`src/rtl/onehot_priority_sel.sv`:
```
// Strict-priority one-hot grant with optional sticky hold, plus two AND-OR
// one-hot multiplexers routing din lanes by the grant and by an external select.
module onehot_priority_sel #(
    parameter int N_PORTS = 2,
    parameter int W_DATA  = 32
) (
    input  logic                        clk,
    input  logic                        rst_n,
    input  logic                        canchange,
    input  logic [N_PORTS-1:0]          req,
    output logic [N_PORTS-1:0]          gnt,
    output logic [W_DATA-1:0]           gnt_data,
    input  logic [N_PORTS*W_DATA-1:0]   din,
    input  logic [N_PORTS-1:0]          mux_sel,
    output logic [W_DATA-1:0]           mux_out
);

    logic [N_PORTS-1:0] last_gnt;
    logic [N_PORTS-1:0] lowest_req;
    logic               hold;

    always_ff @(posedge clk or negedge rst_n) begin
        if (!rst_n) begin
            last_gnt <= '0;
        end else begin
            last_gnt <= gnt;
        end
    end

    // Two's-complement isolate of the lowest set bit; zero when req is zero.
    assign lowest_req = req & (~req + {{(N_PORTS-1){1'b0}}, 1'b1});
    assign hold       = canchange && (|(last_gnt & req));

    always_comb begin
        gnt = lowest_req;
        if (hold) begin
            gnt = last_gnt;
        end
    end

    // Multi-hot selects OR the chosen lanes together by construction.
    always_comb begin
        gnt_data = '0;
        mux_out  = '0;
        for (int i = 0; i < N_PORTS; i++) begin
            gnt_data = gnt_data | (din[i*W_DATA +: W_DATA] & {W_DATA{gnt[i]}});
            mux_out  = mux_out  | (din[i*W_DATA +: W_DATA] & {W_DATA{mux_sel[i]}});
        end
    end

endmodule

```
`config.mk`:
```
export PLATFORM = sky130hd
export DESIGN_NAME = onehot_priority_sel
export DESIGN_NICKNAME = d
export VERILOG_FILES = /design/src/rtl/onehot_priority_sel.sv
export SDC_FILE = /design/constraint.sdc
export NUM_CORES = 1
export LEC_CHECK = 0
export CORE_UTILIZATION = 36
export CTS_CLUSTER_SIZE = 16
export DETAILED_ROUTE_END_ITERATION = 7
export HOLD_SLACK_MARGIN = 0.03
export PLACE_DENSITY_LB_ADDON = 0.25
export SLEW_MARGIN = 5
export SYNTH_ARGS = -nofsm -noshare
export SYNTH_HDL_FRONTEND = slang
export SYNTH_SLANG_ARGS = --single-unit
```
`constraint.sdc`:
```
create_clock -name clk -period 1.9 [get_ports clk]
set_clock_uncertainty 0.05 [all_clocks]
set_input_delay 0.285 -clock clk [delete_from_list [all_inputs] [get_ports clk]]
set_output_delay 0.285 -clock clk [all_outputs]
set_load 0.01 [all_outputs]
```
==> results.cfg <==
[critical_path]
critPathMaxFanout = 14
critPathLaunchType = flip-flop
arrival_ps = 1610
critPathLaunch = last_gnt[1]
cp_slowest_cell = dfrtp_2
crit_type = reg2out
r2r_start = last_gnt[1]
crit_chain = a21bo_4 -> buf_12 -> a21oi_2 -> nor3_2 -> dlygate4sd2_1
slowest_delay_ps = 440
cp.required_ps = 1560
cp-end-kind = output pin

[pwr]
p_int_mw = 0.7447
power_mw = 1.296
ir_drop_v = 0.0002131
comb_power_share_pct = 83.0
p_per_area_mw_per_mm2 = 332.8
p_switching_mw = 0.5515
cellLeakagePower_nw = 1.739
switching_share_pct = 42.55
p_clk_share_pct = 13.0
pwr-share-seq_pct = 4.0

[placement]
dp_hpwl_um = 5845
dp_slack_ps = -571.4
gp_congestion = 0.7878
io_buffers = 136
placed_area_mm2 = 0.003525

[grt]
grt_overflow = 0
antenna_found_initial = 0
grt_pass1_wl_um = 12920
grt_pass1_vias = 2708
grt_usage_pct = 29.15
grt_max_degree = 29

[drt]
ant_nets = 0
drt_iter0_markers = 119
via_per_inst = 6.030
firstDrtPassIters = 4
wl_per_cell_um = 18.61
num_vias = 2798
drcViolationCount = 0
wl_um = 8637

[logic_synthesis]
ys_ff_latch = 2
yosys_warnings = 0
synth_cells = 237
syn_nets = 308
synth-seq-area-share_pct = 2.628
synth_cell_types = 20
syn-cell-area_mm2 = 0.001904
syn_area_per_cell_um2 = 8.035

[floorplanning]
core_mm2 = 0.005107
die_w_um = 74.73
start_util_pct = 37.29
die_h_um = 74.73
die_area_mm2 = 0.005585
core.rowCount = 26
ios = 137

[timing]
fmaxAchievable_ghz = 0.5152
worst_hold_slack_ps = 186.6
max_slew.worst_pin.slew_ps = 364.4
maxSlewViolCount = 0
finalWorstSetupSlack_ps = -41.00
post-route-period-util_pct = 102.2
relSlewSlack_pct = 75.71
hold_viol_final = 0
min_period_ps = 1941
setup-violations-final = 7
rsz0062_at_grt = true

[hold_path]
hp-class = in2async

[layout]
drive_gt1_share_pct = 42.39
fillers = 381
regMostFlops = last_gnt
antenna_cells = 0
syn_to_final_growth_pct = 104.5
reg_top3 = last_gnt: 2 flops
largest_register_ffs = 2
nets = 467
final_cell_area_mm2 = 0.003895

[flow_run]
maxCapViolCount = 0

[run_status]
status = finished with violations
violations = negative setup slack

[clock_tree]
htree_levels = 1
clock_path_buffers = 2
numClockSinks = 2
ctsHoldBuffers = 0
cts_tree = built
insertion_delay_ps = 210
clk_pin_slew_ps = 30
root_buffer = clkbuf_8
cts_buffers = 3
## worst max-delay path: cells and delay by family, from the launching register on
family | cells | cell delay, ps
simple gates | 1 | 70
compound gates | 2 | 430
buf+inv | 2 | 460
flops | 1 | 440
## power groups by stage
stage	combinational [mW]	sequential (mW)	clock (mW)
2_1_floorplan	0.481	0.0477	0
3_3_place_gp	1.02	0.0514	0
3_5_place_dp	1.04	0.0514	0
4_1_cts	1.03	0.0516	0.174
5_1_grt	1.14	0.0523	0.181
6_report	1.08	0.0517	0.169
## worst paths after layout
path	end	slack, ps	cells after the start
min	last_gnt[0]	190	1
min reg2reg	last_gnt[1]	890	3
max reg2reg	last_gnt[0]	640	3
max	gnt_data[4]	-40	5
max in group asynchronous	last_gnt[1]	1480	1
min in group clk	last_gnt[1]	700	4
## kinds of logic after synthesis
| group | count (synthesis) | synth area share, % |
|---|---|---|
| compound gates | 162 | 65.70 |
| buf+inv | 37 | 13.86 |
| flops | 2 | 2.628 |
| mux | 1 | 0.5913 |
| simple gates | 35 | 17.21 |
## synth_stat cells (all sizes together)
master,n,share of area [%]
nand3,1,0.53
nor2b,1,0.33
a21oi,65,23
o32ai,32,15
a21bo,1,0.85
nor3,32,16
dlymetal6s2s,2,1.3
clkbuf,12,2.4
mux2,1,0.59
dfrtp,2,2.6
a21o,32,13
buf,23,10
or2,1,0.33
a22o,32,15
## per-stage QoR
stage	cells	util (%)	setup TNS, ps
after global routing	464	76.26	-813.4
after detailed placement	459	69.01	-21810
after CTS	464	73.27	0
after floorplan	237	-	0
final	464	76.26	-89.92
after global placement	459	69.01	-21260
## cell type report
type / instances / area (um^2) / share of cell area, %
well taps: 70 / 87.58 / 2.249
clock buffers: 3 / 41.29 / 1.060
flip-flops and latches: 2 / 51.30 / 1.317
repair buffers: 191 / 1856 / 47.64
multi-input cells: 198 / 1859 / 47.74
## placed cells by master (no fill, tap or decap), drive strengths merged
master	synthesis	final
a21bo	1	1
a21o	32	32
a21oi	65	65
a22o	32	32
buf	23	53
bufbuf	0	2
clkbuf	12	18
clkdlybuf4s15	0	13
clkdlybuf4s50	0	64
dfrtp	2	2
dlygate4sd2	0	28
dlymetal6s2s	2	16
mux2	1	1
nand3	1	1
nor2b	1	1
nor3	32	32
o32ai	32	32
or2	1	1
## metal layers
| layer | vias up | wire length (um) | GRT usage (%) |
|---|---|---|---|
| met2 | 132 | 4603 | 54.85 |
| li1 | 1295 | - | - |
| met5 | - | 0 | 0 |
| met4 | 0 | 149 | 7.966 |
| met1 | 1355 | 3325 | 34.56 |
| met3 | 16 | 559 | 3.481 |
## what timing repair did
item / 4_1_cts / 5_1_grt
pin swaps: 1 / 1
gates cloned: 2 / 0
resized for setup: 100 / 72
setup buffers: 0 / 0
endpoints found under the setup margin: 66 / 46
Note: power is estimated with default switching activity, not from simulation.
